`config.mk`:
```
export PLATFORM = sky130hd
export DESIGN_NAME = req_encoder_n_flat
export DESIGN_NICKNAME = d
export VERILOG_FILES = /design/src/rtl/req_encoder_n_pkg.sv /design/src/rtl/req_encoder_n_if.sv /design/src/rtl/req_encoder_n_prio_pick.sv /design/src/rtl/req_encoder_n.sv /design/src/flat_wrapper.sv
export VERILOG_INCLUDE_DIRS = /design/src /design/src/rtl
export SDC_FILE = /design/constraint.sdc
export NUM_CORES = 1
export LEC_CHECK = 0
export ABC_CLOCK_PERIOD_IN_PS = 5300
export BUFFER_PORTS_ARGS = -buffer_cell sky130_fd_sc_hd__clkbuf_2
export CORE_MARGIN = 1
export CORE_UTILIZATION = 42
export CTS_CLUSTER_SIZE = 20
export DETAILED_ROUTE_END_ITERATION = 6
export GPL_TIMING_DRIVEN = 0
export HOLD_SLACK_MARGIN = 0.06
export PLACE_DENSITY = 0.62
export SYNTH_ARGS = -nofsm -noshare
export SYNTH_HDL_FRONTEND = slang
export SYNTH_HIERARCHICAL = 1
export SYNTH_SLANG_ARGS = --single-unit
```
`constraint.sdc`:
```
create_clock -name clk -period 5.3 [get_ports clk]
set_clock_uncertainty 0.15 [all_clocks]
set_input_delay 0.795 -clock clk [delete_from_list [all_inputs] [get_ports clk]]
set_output_delay 0.795 -clock clk [all_outputs]
set_load 0.02 [all_outputs]
```
`src/rtl/req_enc_defs.vh`:
```
// req_enc_defs.vh
// Shared defaults for the request encoder: default line count / index width
// and the two arbitration mode codes used for the RR parameter.
`ifndef REQ_ENC_DEFS_VH
`define REQ_ENC_DEFS_VH

`define REQ_ENC_N_DEFAULT 4
`define REQ_ENC_W_DEFAULT 2
`define REQ_ENC_RR_FIXED  0
`define REQ_ENC_RR_ROUND  1

`endif

```
`src/rtl/req_encoder_n_pkg.sv`:
```
// req_encoder_n_pkg
// Purpose: constants and helpers shared by the request encoder, its
// interface and its priority picker.
// Contents:
//   N_DEFAULT / W_DEFAULT  default line count and index width
//   RR_FIXED / RR_ROUND    arbitration mode codes for the RR parameter
//   more_than_one()        true when a vector has two or more bits set
package req_encoder_n_pkg;

`include "req_enc_defs.vh"

  localparam int N_DEFAULT = `REQ_ENC_N_DEFAULT;
  localparam int W_DEFAULT = `REQ_ENC_W_DEFAULT;
  localparam int RR_FIXED  = `REQ_ENC_RR_FIXED;
  localparam int RR_ROUND  = `REQ_ENC_RR_ROUND;

  // Clearing the lowest set bit leaves something behind only when at least
  // two bits were set, which avoids a full popcount.
  function automatic logic more_than_one(input logic [31:0] v);
    return |(v & (v - 32'd1));
  endfunction

endpackage

```
`src/rtl/req_encoder_n_if.sv`:
```
// req_encoder_n_if
// Purpose: bundles the request inputs, the valid/ready index stream and the
// status outputs of req_encoder_n.
// Signals:
//   e          capture enable
//   req        N request lines
//   out_valid  output holds a transaction
//   out_ready  consumer accepts
//   out_idx    granted index
//   out_multi  more than one request was pending when out_idx was loaded
//   ovf        pulse: edge seen on an already pending bit
//   pending    sticky pending register
// Modports: master = the side driving requests and consuming the stream,
//           slave  = the encoder itself.
interface req_encoder_n_if #(
  parameter int N = req_encoder_n_pkg::N_DEFAULT
);
  localparam int W = (N > 1) ? $clog2(N) : 1;

  logic         e;
  logic [N-1:0] req;
  logic         out_valid;
  logic         out_ready;
  logic [W-1:0] out_idx;
  logic         out_multi;
  logic         ovf;
  logic [N-1:0] pending;

  modport master (
    output e, req, out_ready,
    input  out_valid, out_idx, out_multi, ovf, pending
  );

  modport slave (
    input  e, req, out_ready,
    output out_valid, out_idx, out_multi, ovf, pending
  );

endinterface

```
`src/rtl/req_encoder_n_prio_pick.sv`:
```
// prio_pick
// Purpose: purely combinational selection of one index out of a vector of
// available requests.
// Ports:
//   avail  in   N  candidate request bits
//   ptr    in   W  round-robin start position (ignored in fixed mode)
//   idx    out  W  selected index (0 when avail is empty)
//   multi  out  1  more than one candidate present
// RR = RR_FIXED picks the highest set index; RR = RR_ROUND picks the first
// set index at or above ptr, wrapping from N-1 back to 0.
module prio_pick
  import req_encoder_n_pkg::*;
#(
  parameter int N  = N_DEFAULT,
  parameter int W  = W_DEFAULT,
  parameter int RR = RR_FIXED
) (
  input  logic [N-1:0] avail,
  input  logic [W-1:0] ptr,
  output logic [W-1:0] idx,
  output logic         multi
);

  logic [W-1:0] fix_idx;
  logic [W-1:0] rr_idx;
  logic         rr_found;

  // Fixed priority: later (higher) indices overwrite earlier ones.
  always_comb begin
    fix_idx = '0;
    for (int i = 0; i < N; i++) begin
      if (avail[i]) begin
        fix_idx = W'(i);
      end
    end
  end

  // Round robin: walk N positions starting at ptr, wrapping at N, and keep
  // the first hit.
  always_comb begin
    rr_idx   = '0;
    rr_found = 1'b0;
    for (int i = 0; i < N; i++) begin
      int j;
      j = int'(ptr) + i;
      if (j >= N) begin
        j = j - N;
      end
      if (!rr_found && avail[j]) begin
        rr_found = 1'b1;
        rr_idx   = W'(j);
      end
    end
  end

  always_comb begin
    idx   = (RR == RR_ROUND) ? rr_idx : fix_idx;
    multi = more_than_one(32'(avail));
  end

endmodule

```
`src/rtl/req_encoder_n.sv`:
```
// req_encoder_n
// Purpose: turns rising edges on N request lines into sticky pending bits
// and streams one binary index per transaction on a valid/ready output.
// Typical use is funnelling interrupt/event lines into one indexed stream.
// Parameters:
//   N   number of request lines (2..32)
//   RR  RR_FIXED = highest index wins, RR_ROUND = round robin
// Ports:
//   clk    single clock, rising edge
//   rst_n  asynchronous active-low reset
//   bus    req_encoder_n_if.slave: e, req, out_ready in;
//          out_valid, out_idx, out_multi, ovf, pending out
module req_encoder_n
  import req_encoder_n_pkg::*;
#(
  parameter int N  = N_DEFAULT,
  parameter int RR = RR_FIXED,
  localparam int W = (N > 1) ? $clog2(N) : 1
) (
  input  logic            clk,
  input  logic            rst_n,
  req_encoder_n_if.slave  bus
);

  localparam logic [N-1:0] ONE_N = N'(1);
  localparam logic [W-1:0] LAST  = W'(N - 1);

  logic [N-1:0] req_q,       req_d;
  logic [N-1:0] pending_q,   pending_d;
  logic         out_valid_q, out_valid_d;
  logic [W-1:0] out_idx_q,   out_idx_d;
  logic         out_multi_q, out_multi_d;
  logic         ovf_q,       ovf_d;
  logic [W-1:0] rr_ptr_q,    rr_ptr_d;

  logic [N-1:0] rise;
  logic [N-1:0] clr;
  logic [N-1:0] avail;
  logic         accept;
  logic [W-1:0] pick_idx;
  logic         pick_multi;

  prio_pick #(
    .N  (N),
    .W  (W),
    .RR (RR)
  ) u_pick (
    .avail (avail),
    .ptr   (rr_ptr_q),
    .idx   (pick_idx),
    .multi (pick_multi)
  );

  // Next-state logic. avail is built from the registered pending minus the
  // bit being accepted this cycle, so a fresh edge always needs one cycle in
  // pending before it can be granted, and the accepted bit is never granted
  // twice unless it re-pends. A new edge on the accepted bit wins over its
  // clear and re-pends it without counting as an overflow.
  always_comb begin
    rise   = bus.req & ~req_q;
    accept = out_valid_q & bus.out_ready;
    clr    = accept ? (ONE_N << out_idx_q) : '0;
    avail  = pending_q & ~clr;

    req_d     = bus.req;
    pending_d = (pending_q & ~clr) | (bus.e ? rise : '0);
    ovf_d     = bus.e & (|(rise & pending_q & ~clr));

    out_valid_d = out_valid_q;
    out_idx_d   = out_idx_q;
    out_multi_d = out_multi_q;
    if (!out_valid_q || bus.out_ready) begin
      if (|avail) begin
        out_valid_d = 1'b1;
        out_idx_d   = pick_idx;
        out_multi_d = pick_multi;
      end else begin
        out_valid_d = 1'b0;
      end
    end

    rr_ptr_d = rr_ptr_q;
    if (accept) begin
      rr_ptr_d = (out_idx_q == LAST) ? '0 : out_idx_q + W'(1);
    end
  end

  always_ff @(posedge clk or negedge rst_n) begin
    if (!rst_n) begin
      req_q       <= '0;
      pending_q   <= '0;
      out_valid_q <= 1'b0;
      out_idx_q   <= '0;
      out_multi_q <= 1'b0;
      ovf_q       <= 1'b0;
      rr_ptr_q    <= '0;
    end else begin
      req_q       <= req_d;
      pending_q   <= pending_d;
      out_valid_q <= out_valid_d;
      out_idx_q   <= out_idx_d;
      out_multi_q <= out_multi_d;
      ovf_q       <= ovf_d;
      rr_ptr_q    <= rr_ptr_d;
    end
  end

  assign bus.out_valid = out_valid_q;
  assign bus.out_idx   = out_idx_q;
  assign bus.out_multi = out_multi_q;
  assign bus.ovf       = ovf_q;
  assign bus.pending   = pending_q;

endmodule

```
`src/flat_wrapper.sv`:
```
// flat-port wrapper written by rule: the top's interface ports become plain ports
module req_encoder_n_flat import req_encoder_n_pkg::*;
#(
  parameter int N  = N_DEFAULT,
  parameter int RR = RR_FIXED,
  localparam int W = (N > 1) ? $clog2(N) : 1
)
  (clk, rst_n, bus_e, bus_req, bus_out_ready, bus_out_valid, bus_out_idx, bus_out_multi, bus_ovf, bus_pending);
  req_encoder_n_if #(.N(N)) bus_i ();
  input  logic clk;
  input  logic rst_n;
  input wire logic [$bits(bus_i.e)-1:0] bus_e;
  input wire logic [$bits(bus_i.req)-1:0] bus_req;
  input wire logic [$bits(bus_i.out_ready)-1:0] bus_out_ready;
  output wire logic [$bits(bus_i.out_valid)-1:0] bus_out_valid;
  output wire logic [$bits(bus_i.out_idx)-1:0] bus_out_idx;
  output wire logic [$bits(bus_i.out_multi)-1:0] bus_out_multi;
  output wire logic [$bits(bus_i.ovf)-1:0] bus_ovf;
  output wire logic [$bits(bus_i.pending)-1:0] bus_pending;
  assign bus_i.e = bus_e;
  assign bus_i.req = bus_req;
  assign bus_i.out_ready = bus_out_ready;
  assign bus_out_valid = bus_i.out_valid;
  assign bus_out_idx = bus_i.out_idx;
  assign bus_out_multi = bus_i.out_multi;
  assign bus_ovf = bus_i.ovf;
  assign bus_pending = bus_i.pending;
  req_encoder_n #(.N(N), .RR(RR)) u_core (.clk(clk), .rst_n(rst_n), .bus(bus_i));
endmodule
```
# After elaboration in Yosys (flattened, before gate mapping)
# Cells that the tools add are included.
[totals] mem_bits_ro=0 output_inout_bits=9 elab_cells=30 regBits=13 ram_bits=0 latchBits=0 memories=0 input_bits=8
[op_classes] n_mul=0 reduce_logical=6 muxes=6 div=0 bitwise=10 add_sub_neg=1 order_cmp=0 n_shift=1 eq_ne=0
[ops] cell="4-bit by 32-bit bitwise AND with 32-bit output" count=1
[ops] cell="32-bit OR reduction" count=1
[ops] cell="4-bit bitwise AND" count=4
[ops] cell="4-bit two-way mux" count=2
[ops] cell="4-bit NOT" count=2
[ops] cell="4-bit OR reduction" count=2
[ops] cell="4-bit by 1-bit subtractor with 5-bit output (second input constant)" count=1
[ops] cell="2-bit two-way mux" count=2
[ops] cell="4-bit bitwise OR" count=1
[ops] cell="1-bit by 2-bit left shift with 4-bit output (first input constant)" count=1
[ops] cell="1-bit bitwise AND" count=2
[ops] cell="1-bit two-way mux" count=2
[ops] cell="2-bit AND reduction" count=1
[ops] cell="1-bit zero test" count=1
[ops] cell="1-bit logical OR" count=1

# Longest topological paths before layout
# Gate-level depths: netlist (run 1).
[logic_depth] depth_word=7 ltp_mapped=6 depth_no_buf=6

# Cells and area by module
# The synthesis (run 1) kept the hierarchy.
[by_module_without_submodules] module="req_encoder_n" seq_area_each_um2=375.4 area_per_inst_um2=686.9 instances=1 cells_each=56
[by_module_without_submodules] module="prio_pick" seq_area_each_um2=0.0 area_per_inst_um2=37.5 instances=1 cells_each=6

# Least setup slack after synthesis (run 1)
# No wires, ideal clock.
[synth_path] kind="input to register" startpoint="input bus_out_ready" endpoint="register u_core.out_idx_q[0], in the netlist u_core/bus.out_idx[0]" required_time_ns=5.022 slack_ns=3.239 stages=5 n_path_buf=0 t_arrival_ns=1.783 setup_time_ns=0.128 path_cell_list="and2_4 -> a21boi_1 -> inv_1 -> a21o_2 -> mux2_1"
[synth_via] elab_cells_between_ends=10 classes_between="mux (4); bitwise (3); reduce/logical (3)"
[synth_lines] item="start, declared" line_no="flat_wrapper.sv:14" text="input wire logic [$bits(bus_i.out_ready)-1:0] bus_out_ready;"
[synth_lines] item="1-bit bitwise AND" line_no="req_encoder_n.sv:61" text="accept = out_valid_q & bus.out_ready;"
[synth_lines] item="4-bit two-way mux" line_no="req_encoder_n.sv:62" text="clr = accept ? (ONE_N << out_idx_q) : '0;"
[synth_lines] item="4-bit NOT" line_no="req_encoder_n.sv:63" text="avail = pending_q & ~clr;"
[synth_lines] item="4-bit bitwise AND" line_no="req_encoder_n.sv:63"
[synth_lines] item="net u_core.avail[2]" line_no="req_encoder_n.sv:38" text="logic [N-1:0] avail;"
[synth_lines] item="2-bit two-way mux (2 in series)" line_no="req_encoder_n_prio_pick.sv:32" text="if (avail[i]) begin"
[synth_lines] item="net u_core.pick_idx[0]" line_no="req_encoder_n.sv:40" text="logic [W-1:0] pick_idx;"
[synth_lines] item="end signal, assigned" line_no="req_encoder_n.sv:101" text="out_idx_q <= out_idx_d;"
[synth_lines] item="end, declared" line_no="req_encoder_n.sv:31" text="logic [W-1:0] out_idx_q, out_idx_d;"
# The timed path passes the listed nets, and every way through them passes these cells.
# A chain may end at the register's enable or synchronous reset.

# Worst setup path after layout (run 1)
# Ends and elaborated chain as after synthesis.

==> impl_metrics.py, run 1 <==
metrics = {
    "cts": {
        "clock_path_buffers": 2,
        "clock-sinks": 13,
        "cts_setup_buffers": 0,
        "cts-resized-gates": 0,
        "cts_tree": "done",
        "htreeDepth": 1,
        "numCtsBuffers": 3,
        "cts_root_buf": "clkbuf_4",
        "path_clk_slew_ps": 70,
        "cts_hold_buf": 0,
        "clock_latency_ps": 270,
    },
    "pwr": {
        "p_int_uw": 260,
        "vdd_drop_max_mv": 0.204,
        "p_sw_uw": 185,
        "pwr-share-comb_pct": 51.5,
        "p_clk_share_pct": 13.2,
        "pwr-share-seq_pct": 35.3,
        "finalPower_uw": 446,
        "leakage_uw": 0.000396,
        "netSwitchingFraction_pct": 41.6,
        "power.density_nw_per_um2": 576,
    },
    "route": {
        "drt-pass1-iter-count": 4,
        "first_iter_violations": 7,
        "wl_mm": 1.14,
        "vias_per_cell": 5.21,
        "vias": 479,
        "drc_errors": 0,
        "wl_per_cell_um": 12.3,
        "drtAntennaViolNets": 0,
    },
    "critical_path": {
        "worstPathArrival_ps": 2050,
        "path_cells": "clkbuf_2 > and2_4 > a21boi_1 > inv_1 > a21o_2 > mux2_1",
        "r2r_setup_slack_ps": 3310,
        "crit_buf_inv": 2,
        "cp_top_family": "compound AO/OA/AOI/OAI gates",
        "reg2regPathDepth": 6,
        "worstPathMaxFanout": 7,
        "end_kind": "flop",
        "required_ps": 5300,
        "cp-start-kind": "primary input",
        "r2r-start": "u_core/bus.out_idx[0]$_DFFE_PN0P_",
        "cpMaxStageDelayCell": "a21boi_1",
        "rr_endpoint": "u_core/bus.out_idx[0]$_DFFE_PN0P_",
        "path_class": "primary input to flop",
        "max_stage_delay_ps": 440,
    },
    "finish": {
        "diodes": 0,
        "ff_latch_area_um2": 325,
        "drive_gt1_share_pct": 28.6,
        "fin_nets": 90,
        "area_delta_synth_final_pct": 19.3,
        "multi_input_area_um2": 308,
        "nFillCells": 129,
    },
    "sta": {
        "slew_violations": 0,
        "timing.final.crit_period_ps": 2050,
        "fin_crit_sh_pct": 38.6,
        "max_freq_mhz": 488,
        "fin_ws_ps": 3250,
        "worst_pin_slew_ps": 596,
        "finalSetupViolCount": 0,
        "fin_tns_setup_ps": 0,
        "rsz0062_at_grt": "no",
        "timing.slew.headroom_pct": 59.9,
        "hold_viol": 0,
    },
    "global_route": {
        "grt_use_total_pct": 16.9,
        "overflow": 0,
        "grt_max_degree": 14,
        "grt_pass1_vias": 431,
        "antenna_found_initial": 0,
        "grt_pass1_wl_mm": 1.77,
    },
    "worst_hold_path": {
        "hp-class": "primary input to async pin",
    },
    "logic_synthesis": {
        "yosysWarnings": 6,
        "synthCells": 57,
        "syn_avg_cell_area_um2": 11.4,
        "synth_area_um2": 648,
        "syn_nets": 69,
    },
    "place": {
        "gp_congestion": 0.663,
        "dp_hpwl_um": 847,
        "post-place-ws_ps": 2960,
        "numPortBuffers": 16,
    },
    "status": {
        "status": "finished, final reports clean",
    },
    "floorplan": {
        "die_w_um": 41.3,
        "dieHeight_um": 41.3,
        "core_um2": 1370,
        "dieArea_um2": 1700,
        "rows": 13,
        "pin_count": 17,
        "floorplan.initialDensity_pct": 47.4,
    },
    "flow_run": {
        "drv_cap": 0,
    },
}
-- per-stage QoR --
stage	cells	hold WS [ps]	instance area [um2]	util, %
after CTS	92	250	773	56.6
after global placement	88	321	747	54.7
after global routing	92	264	773	56.6
after floorplan	57	349	648	-
final	92	253	773	56.6
after detailed placement	88	327	747	54.7
-- routing by layer --
metal	track usage (%)	vias to the layer above	part of all wire [%]
met4	12.1	0	1.1
met1	19.4	222	49
met2	28.9	11	47
met5	0	-	0
met3	1.63	2	3.3
li1	-	244	-
-- flip-flops by register name, summed over array words and instances, names as in the netlist --
signal                cells
u_core/bus.out_valid      1
u_core/bus.out_idx        2
u_core/req_q              4
u_core/bus.ovf            1
u_core/bus.pending        4
u_core/bus.out_multi      1
-- final cells by class --
type	count	area share, %
Inverter	4	1.94
Clock buffer	4	3.40
Multi-Input combinational cell	40	39.8
Timing Repair Buffer	16	10.4
Tap cell	15	2.43
Sequential cell	13	42.1
-- worst max path at each step --
stage,from,endpoint,slack [ps],cells after the start
2_1_floorplan,bus_out_ready,u_core/bus.out_idx[0]$_DFFE_PN0P_,3250,5
3_3_place_gp,bus_out_ready,u_core/bus.out_idx[0]$_DFFE_PN0P_,2970,6
3_5_place_dp,bus_out_ready,u_core/bus.out_idx[0]$_DFFE_PN0P_,2960,6
4_1_cts,bus_out_ready,u_core/bus.out_idx[0]$_DFFE_PN0P_,3250,6
5_1_grt,bus_out_ready,u_core/bus.out_idx[0]$_DFFE_PN0P_,3120,6
6_report,bus_out_ready,u_core/bus.out_idx[0]$_DFFE_PN0P_,3250,6
-- power by group through the flow --
stage	registers [uW]	clock network, uW	logic [uW]
finish	157	58.9	229
global route	164	66.1	258
CTS	158	62.7	232
detailed placement	160	0	230
global placement	160	0	228
floorplan	195	0	129
-- cells in the final DEF, fill, tap and decap left out, drive strengths merged, types with 2 or more instances in the layout --
cell type and instances:
ha 4, a22oi 2, or2b 2, nor2 3, dfrtp 13, clkbuf 20
a21o 5, nor2b 4, a21boi 6, mux2 3, a211oi 2, inv 4
No activity file was read; power rests on OpenSTA's default activity.
==> run 2, diff against run 1 <==
--- a/config.mk
+++ b/config.mk
@@ -6,7 +6,8 @@
 export SDC_FILE = /design/constraint.sdc
 export NUM_CORES = 1
 export LEC_CHECK = 0
-export ABC_CLOCK_PERIOD_IN_PS = 5300
+export ABC_AREA = 1
+export ABC_CLOCK_PERIOD_IN_PS = 2009
 export BUFFER_PORTS_ARGS = -buffer_cell sky130_fd_sc_hd__clkbuf_2
 export CORE_MARGIN = 1
 export CORE_UTILIZATION = 42
==> constraint.sdc (replaced) <==
create_clock -name clk -period 2.01 [get_ports clk]
set_clock_uncertainty 0.15 [all_clocks]
set_input_delay 0.3015 -clock clk [delete_from_list [all_inputs] [get_ports clk]]
set_output_delay 0.3015 -clock clk [all_outputs]
set_load 0.02 [all_outputs]
==> run 2 against run 1 <==
Compared with the run above: combinational power rose to 2.7 times the previous value; core utilization rose by 4.0 points; area after synthesis rose by 2.3%; critical endpoint is now u_core/bus.out_multi$_DFFE_PN0P_; non-clock buffer count rose by 5.
==> impl_metrics.py, run 2 <==
metrics = {
    "status": {
        "status": "finished, final reports clean",
    },
    "logic_synthesis": {
        "yosysWarnings": 6,
        "synthCells": 79,
        "syn_avg_cell_area_um2": 8.39,
        "synth_area_um2": 663,
        "syn_nets": 91,
    },
    "critical_path": {
        "rr_endpoint": "u_core/bus.out_multi$_DFFE_PN0P_",
        "required_ps": 2030,
        "r2r-start": "u_core/bus.out_idx[0]$_DFFE_PN0P_",
        "cp-startpoint": "u_core/bus.out_idx[0]$_DFFE_PN0P_",
        "worstPathMaxFanout": 5,
        "path_class": "flop to flop",
        "reg2regPathDepth": 11,
        "cp-start-kind": "flop",
        "crit_end": "u_core/bus.out_multi$_DFFE_PN0P_",
        "end_kind": "flop",
        "r2r_setup_slack_ps": 410,
        "worstPathArrival_ps": 1630,
    },
    "worst_hold_path": {
        "hold_depth": 3,
        "hp-class": "primary input to flop",
    },
    "pwr": {
        "pwr-share-comb_pct": 51.7,
        "vdd_drop_max_mv": 0.606,
        "leakage_uw": 0.000491,
        "power.density_nw_per_um2": 1420,
        "p_int_uw": 629,
        "pwr-share-seq_pct": 35.0,
        "netSwitchingFraction_pct": 47.3,
        "p_clk_share_pct": 13.4,
        "p_sw_uw": 566,
    },
    "sta": {
        "fin_crit_sh_pct": 79.8,
        "slew_violations": 0,
        "timing.slew.headroom_pct": 78.5,
        "worst_pin_slew_ps": 323,
        "max_freq_mhz": 623,
        "finalSetupViolCount": 0,
        "fin_tns_setup_ps": 0,
        "hold_viol": 0,
        "timing.final.crit_period_ps": 1600,
        "rsz0062_at_grt": "no",
    },
    "finish": {
        "layout_common_cells": "23 x nand2_1, 16 x clkbuf_2, 15 x inv_1",
        "diodes": 0,
        "utilization_pct": 60.6,
        "fin_nets": 117,
        "drive_gt1_share_pct": 26.0,
        "layout_commonest_cell": "nand2_1",
        "area_delta_synth_final_pct": 26.4,
    },
    "floorplan": {
        "dieArea_um2": 1740,
        "dieHeight_um": 41.7,
        "die_w_um": 41.7,
        "core_um2": 1380,
        "rows": 13,
        "pin_count": 17,
        "floorplan.initialDensity_pct": 48.0,
    },
    "place": {
        "numPortBuffers": 16,
        "dp_hpwl_um": 898,
        "gp_congestion": 0.774,
    },
    "cts": {
        "numCtsBuffers": 3,
        "htreeDepth": 1,
        "clock_path_buffers": 2,
        "cts_tree": "done",
        "cts-resized-gates": 0,
        "clock_latency_ps": 280,
        "cts_setup_buffers": 0,
        "clock-sinks": 13,
        "path_clk_slew_ps": 80,
        "cts_root_buf": "clkbuf_4",
    },
    "global_route": {
        "grt_use_total_pct": 16.1,
        "grt_pass1_wl_mm": 2.04,
        "antenna_found_initial": 0,
        "overflow": 0,
        "grt_max_degree": 14,
        "grt_pass1_vias": 510,
    },
    "route": {
        "drtAntennaViolNets": 0,
        "drt-pass1-iter-count": 4,
        "wl_mm": 1.19,
        "wl_per_cell_um": 9.97,
        "vias": 547,
        "drc_errors": 0,
        "first_iter_violations": 10,
        "vias_per_cell": 4.60,
    },
    "flow_run": {
        "drv_cap": 0,
    },
}
-- run 2: what timing repair did --
item                                    in CTS  in global routing
hold buffers                                 5                  0
endpoints found under the setup margin       0                  0
hold endpoints to repair                    17                  0
-- run 2: layer usage --
metal  vias to the layer above  GRT usage (%)  share of wire (%)
met5                         -              0                  0
met4                         0           7.74                1.6
met3                         4           7.83                6.1
met2                        18           24.4                 47
met1                       235           18.8                 45
li1                        290              -                  -
-- run 2: worst max-delay path: stages, from the launching register on --
cell and delay [ps]:
dfrtp_1 430, inv_1 100, ha_1 140, nand3_1 90, nand2_2 120, inv_1 100, inv_1 80, nand2_2 60
nand2_1 60, nand2_1 50, nand3_1 70, nand2_1 60
-- run 2: area by class of cell --
class                   instances  area [um2]
multi-input cells              50         278
clock buffers                   4        26.3
well taps                      15        18.8
repair buffers                 21         130
fillers                       124         544
flip-flops and latches         13         325
inverters                      16        60.1
-- run 2: through the flow --
| stage | worst slack [ps] | std cells | total power (uW) | cell area (um2) | hold WS (ps) |
|---|---|---|---|---|---|
| final | 405 | 119 | 1190 | 838 | 149 |
| after global routing | 261 | 119 | 1310 | 838 | 156 |
| after CTS | 408 | 119 | 1200 | 838 | 146 |
| after detailed placement | 412 | 110 | 1030 | 762 | 63.3 |
| after global placement | 446 | 110 | 1020 | 762 | 63.4 |
| after floorplan | 447 | 79 | 863 | 663 | -144 |
-- run 2: worst min path at each step --
stage,from,to,slack (ps)
floorplan,rst_n,u_core/bus.out_idx[0]$_DFFE_PN0P_,-140
global placement,rst_n,u_core/req_q[0]$_DFF_PN0_,60
detailed placement,rst_n,u_core/req_q[0]$_DFF_PN0_,60
CTS,bus_e,u_core/bus.pending[2]$_DFF_PN0_,150
global route,bus_e,u_core/bus.pending[2]$_DFF_PN0_,160
finish,bus_e,u_core/bus.pending[2]$_DFF_PN0_,150
-- run 2: power by group through the flow --
| stage | clock network (uW) | registers, uW | logic, uW |
|---|---|---|---|
| 2_1_floorplan | 0 | 519 | 344 |
| 3_3_place_gp | 0 | 421 | 598 |
| 3_5_place_dp | 0 | 426 | 609 |
| 4_1_cts | 165 | 420 | 618 |
| 5_1_grt | 182 | 429 | 695 |
| 6_report | 160 | 417 | 617 |
